**src/rtl/ddr_model_fifo.sv**
```systemverilog
// Single-clock 64-bit reply FIFO for the DDR3 app-interface behavioural model.
// Latency: dout is valid the cycle after an accepted rd_en; flags update on the same edge as the operation.
// Backpressure: writes while full and reads while empty are dropped; each drop raises a one-cycle overflow/underflow pulse.
`timescale 1ns/1ps
module ddr_model_fifo #(
    parameter int pDATA_WIDTH       = 64,
    parameter int pDEPTH            = 32,
    parameter int pPROG_FULL_THRESH = 16
) (
    input  logic                   clk,
    input  logic                   rst,
    input  logic [pDATA_WIDTH-1:0] din,
    input  logic                   wr_en,
    input  logic                   rd_en,
    output logic [pDATA_WIDTH-1:0] dout,
    output logic                   full,
    output logic                   empty,
    output logic                   prog_full,
    output logic                   overflow,
    output logic                   underflow
);

    localparam int AW = $clog2(pDEPTH);
    localparam logic [AW:0] DEPTH_C  = (AW+1)'(pDEPTH);
    localparam logic [AW:0] THRESH_C = (AW+1)'(pPROG_FULL_THRESH);

    logic [pDATA_WIDTH-1:0] mem_q [pDEPTH];
    logic [AW-1:0]          wr_ptr_q, rd_ptr_q;
    logic [AW:0]            count_q, count_d;
    logic [pDATA_WIDTH-1:0] dout_q;
    logic                   empty_q, full_q, prog_full_q;
    logic                   overflow_q, underflow_q;
    logic                   wr_acc, rd_acc;

    // Acceptance uses the registered flags, so a read never frees space for a same-cycle write and vice versa.
    assign wr_acc = wr_en & ~full_q;
    assign rd_acc = rd_en & ~empty_q;

    // Occupancy next state: simultaneous accepted read and write cancel out.
    always_comb begin
        count_d = count_q;
        if (wr_acc && !rd_acc) begin
            count_d = count_q + 1'b1;
        end else if (rd_acc && !wr_acc) begin
            count_d = count_q - 1'b1;
        end
    end

    // Storage array; contents are intentionally not cleared by reset.
    always_ff @(posedge clk) begin
        if (wr_acc) begin
            mem_q[wr_ptr_q] <= din;
        end
    end

    // Pointers, count, registered read data and status flags.
    always_ff @(posedge clk or negedge rst) begin
        if (!rst) begin
            wr_ptr_q    <= '0;
            rd_ptr_q    <= '0;
            count_q     <= '0;
            dout_q      <= '0;
            empty_q     <= 1'b1;
            full_q      <= 1'b0;
            prog_full_q <= 1'b0;
            overflow_q  <= 1'b0;
            underflow_q <= 1'b0;
        end else begin
            if (wr_acc) begin
                wr_ptr_q <= wr_ptr_q + 1'b1;
            end
            if (rd_acc) begin
                rd_ptr_q <= rd_ptr_q + 1'b1;
                dout_q   <= mem_q[rd_ptr_q];
            end
            count_q     <= count_d;
            empty_q     <= (count_d == '0);
            full_q      <= (count_d == DEPTH_C);
            prog_full_q <= (count_d >= THRESH_C);
            overflow_q  <= wr_en & full_q;
            underflow_q <= rd_en & empty_q;
        end
    end

    assign dout      = dout_q;
    assign full      = full_q;
    assign empty     = empty_q;
    assign prog_full = prog_full_q;
    assign overflow  = overflow_q;
    assign underflow = underflow_q;

endmodule

```
**config.mk**
```make
export PLATFORM = sky130hd
export DESIGN_NAME = ddr_model_fifo
export DESIGN_NICKNAME = d
export VERILOG_FILES = /design/src/rtl/ddr_model_fifo.sv
export SDC_FILE = /design/constraint.sdc
export NUM_CORES = 2
export LEC_CHECK = 0
export CAP_MARGIN = 40
export CORE_UTILIZATION = 50
export DETAILED_ROUTE_END_ITERATION = 6
export PLACE_DENSITY = 0.73
export SYNTH_ARGS = -nofsm -noshare
export SYNTH_HDL_FRONTEND = slang
export SYNTH_SLANG_ARGS = --single-unit
```
**constraint.sdc**
```tcl
create_clock -name clk -period 6.2 [get_ports clk]
set_clock_uncertainty 0.15 [all_clocks]
set_input_delay 1.24 -clock clk [delete_from_list [all_inputs] [get_ports clk]]
set_output_delay 1.24 -clock clk [all_outputs]
set_load 0.01 [all_outputs]
```
==> impl_metrics.env <==
export IMPL_cts_tree="done"
export IMPL_synthAdderAreaFrac=0.00108
export IMPL_path_class="primary input to register"
export IMPL_cts_setup_buffers=0
export IMPL_place_area_um2=87100
export IMPL_post_drt_wl_per_cell_um=30.8
export IMPL_final_util=0.582
export IMPL_ys_seq_area_frac=0.781
export IMPL_synthMuxAreaShare=0.143
export IMPL_grt_antenna_before_repair=2
export IMPL_n_antenna_cell=0
export IMPL_cp_cell_sequence="clkdlybuf4s50_1 -> nor2b_1 -> nand2_1 -> nor2_4 -> buf_4"
export IMPL_synth_distinct_cells=46
export IMPL_setup_violations=0
export IMPL_die_w_um=406
export IMPL_core_area_um2=161000
export IMPL_critPathLaunchType="primary input"
export IMPL_post_cts_resized=0
export IMPL_fin_ws_ns=2.04
export IMPL_comb_power_share=0.270
export IMPL_io_pins=137
export IMPL_clock_fmax_mhz=241
export IMPL_grt_use_total=0.247
export IMPL_worstPathMaxFanout=25
export IMPL_cts_root_buf="clkbuf_16"
export IMPL_final_cell_area_um2=93800
export IMPL_crit_family="simple AND/OR/NAND/NOR gates"
export IMPL_route_antenna_remaining_nets=0
export IMPL_grt_pass1_wl_um=291000
export IMPL_drive_gt1_frac=0.226
export IMPL_synth_xor_area_frac=0.00108
export IMPL_area_growth_pct=15.1
export IMPL_syn_inst=3894
export IMPL_internal_power_mw=28.7
export IMPL_cts_max_level=4
export IMPL_start_util=0.506
export IMPL_maxCapViolCount=0
export IMPL_period_share=0.670
export IMPL_via_per_inst=6.25
export IMPL_p_per_area_nw_per_um2=438
export IMPL_drv_slew=0
export IMPL_grt_max_degree=113
export IMPL_tightest_slew_ns=0.987
export IMPL_routed_wl_um=201000
export IMPL_drt_initial_drc_count=5529
export IMPL_via_count=40800
export IMPL_synth_avg_cell_area_um2=20.9
export IMPL_cts_buffers=200
export IMPL_port_buffers=136
export IMPL_insertion_delay_ns=0.83
export IMPL_grt_overflow=0
export IMPL_dieArea_um2=165000
export IMPL_fin_hold_ws_ns=0.287
export IMPL_cp_arrival_ns=4.47
export IMPL_synth_enable_flop_cells=2048
export IMPL_clk_path_buf_depth=3
export IMPL_finalHoldViolCount=0
export IMPL_place_gp_congestion=0.789
export IMPL_seqPwrFrac=0.428
export IMPL_synth_most_common_cell="edfxtp_1"
export IMPL_fp_row_count=147
export IMPL_syn_nets=3969
export IMPL_yosys_top_cells_count="edfxtp_1 (2048), mux2i_1 (360), mux4_2 (311), nor2_1 (159), o22ai_1 (147)"
export IMPL_ys_warn_count=0
export IMPL_slowest_stage="nor2_4"
export IMPL_ys_ff_latch=2133
export IMPL_p_leak_nw=30.2
export IMPL_pwr_share_clk=0.302
export IMPL_netlist_area_um2=81500
export IMPL_outcome="completed"
export IMPL_critical_path_max_stage_delay_ns=0.84
export IMPL_synth_ff_type="edfxtp_1"
export IMPL_synth_top_area_frac=0.755
export IMPL_yosysTopAreaCell="edfxtp_1"
export IMPL_synth_compound_area_frac=0.0378
export IMPL_dieHeight_um=406
export IMPL_hp_class="primary input to async pin"
export IMPL_firstDrtPassIters=5
export IMPL_ys_async_sr_fraction=0.0398
export IMPL_drc_errors=0
export IMPL_synthTopCellsByArea="edfxtp_1 (75%), mux4_2 (8.6%), mux2i_1 (4.4%)"
export IMPL_fin_tns_setup_ns=0
export IMPL_crit_buf_inv=2
export IMPL_p_sw_frac=0.301
export IMPL_relSlewSlack=0.342
export IMPL_grt_pass1_vias=41200
export IMPL_period_minus_slack_ns=4.16
export IMPL_synth_top_family_by_area="multiplexers"
export IMPL_synth_simple_area_share=0.0195
export IMPL_cts_sinks=2133
export IMPL_max_vdd_ir_drop_mv=0.307
export IMPL_post_place_ws_ns=1.19
export IMPL_cp_end_kind="register"
export IMPL_cts_hold_buffers=0
export IMPL_dpl_hpwl_um=114000
export IMPL_rsz0062_at_grt="no"
export IMPL_switchingPower_mw=12.4
export IMPL_critPathRequiredTime_ns=6.51
export IMPL_clk_pin_slew_ns=0.06
export IMPL_nets=4276
[final timing paths]
check	from	to	slack, ns	cells past startpoint
max in group asynchronous	rst	rd_ptr_q[0]$_DFFE_PN0P_	4.23	2
worst max-delay path	wr_en	mem_q[8][29]$_DFFE_PP_	2.04	5
worst max register to register	rd_ptr_q[1]$_DFFE_PN0P_	dout[33]$_DFFE_PN0P_	2.34	7
min in group clk	count_q[5]$_DFF_PN0_	prog_full$_DFF_PN0_	0.39	2
worst min-delay path	rst	dout[26]$_DFFE_PN0P_	0.29	1
worst min register to register	count_q[5]$_DFF_PN0_	prog_full$_DFF_PN0_	0.39	2
[metrics by stage]
step           power, mW  std cells
4_1_cts             41.3       6532
2_1_floorplan       24.9       3894
3_5_place_dp        29.0       6159
6_report            41.1       6532
5_1_grt             42.4       6532
3_3_place_gp        28.6       6087
[final cells by class]
type	count	area, µm²
clock buffer	276	5640
multi-input combinational	1531	16800
timing repair buffer	329	3900
clock inverter	97	1030
tap	2160	2700
sequential	2133	63600
fill	11400	67300
inverter	6	22.5
[power groups by stage]
stage	Combinational (mW)	Sequential (mW)	Clock, mW
2_1_floorplan	7.31	17.6	0
3_3_place_gp	10.7	18.0	0
3_5_place_dp	11.1	17.9	0
4_1_cts	11.2	17.6	12.5
5_1_grt	11.6	17.7	13.1
6_report	11.1	17.6	12.4
[cell usage in the layout, fill, tap and decap left out, types with 41 or more instances in the layout]
cell             instances
mux4_2                 311
mux2_2                  96
buf_8                   41
clkbuf_1                47
dfrtp_1                 80
o22ai_1                147
clkbuf_16              205
mux2i_1                360
nand2_1                 47
a211oi_1                66
edfxtp_1              2048
clkdlybuf4s50_1        135
a2111oi_0               72
nor2_1                 125
buf_4                   93
[state kept, by name (all words and copies together) (netlist names)]
name       flops
wr_ptr_q       5
dout          64
prog_full      1
rd_ptr_q       5
full           1
overflow       1
count_q        6
underflow      1
empty          1
mem_q       2048
[routing by layer]
layer / global-route usage / up-vias / wire length, µm
li1: - / 16800 / -
met1: 0.343 / 21400 / 78200
met2: 0.398 / 2190 / 98400
met3: 0.0416 / 380 / 17800
met4: 0.0861 / 0 / 6910
met5: 0 / - / 0
[worst reg2reg max path: cells and delay by family (launching register included)]
kind                   cells  cell delay, ns
buffers and inverters      4            1.59
AOI/OAI and AO/OA          1            0.67
muxes                      1            0.44
DFF                        1            0.79
and+or+nand+nor            1            0.09
[cell families (layout without fill, tap and decap cells)]
kind of cell / count (synthesis) / count (layout)
buffers and inverters: 230 / 708
XOR/XNOR: 10 / 10
multiplexers: 767 / 767
adder cells (fa/ha/maj): 7 / 7
AO/OA/AOI/OAI: 405 / 405
AND/OR/NAND/NOR: 342 / 342
flip-flops: 2133 / 2133
(Power assumes the default switching activity.)
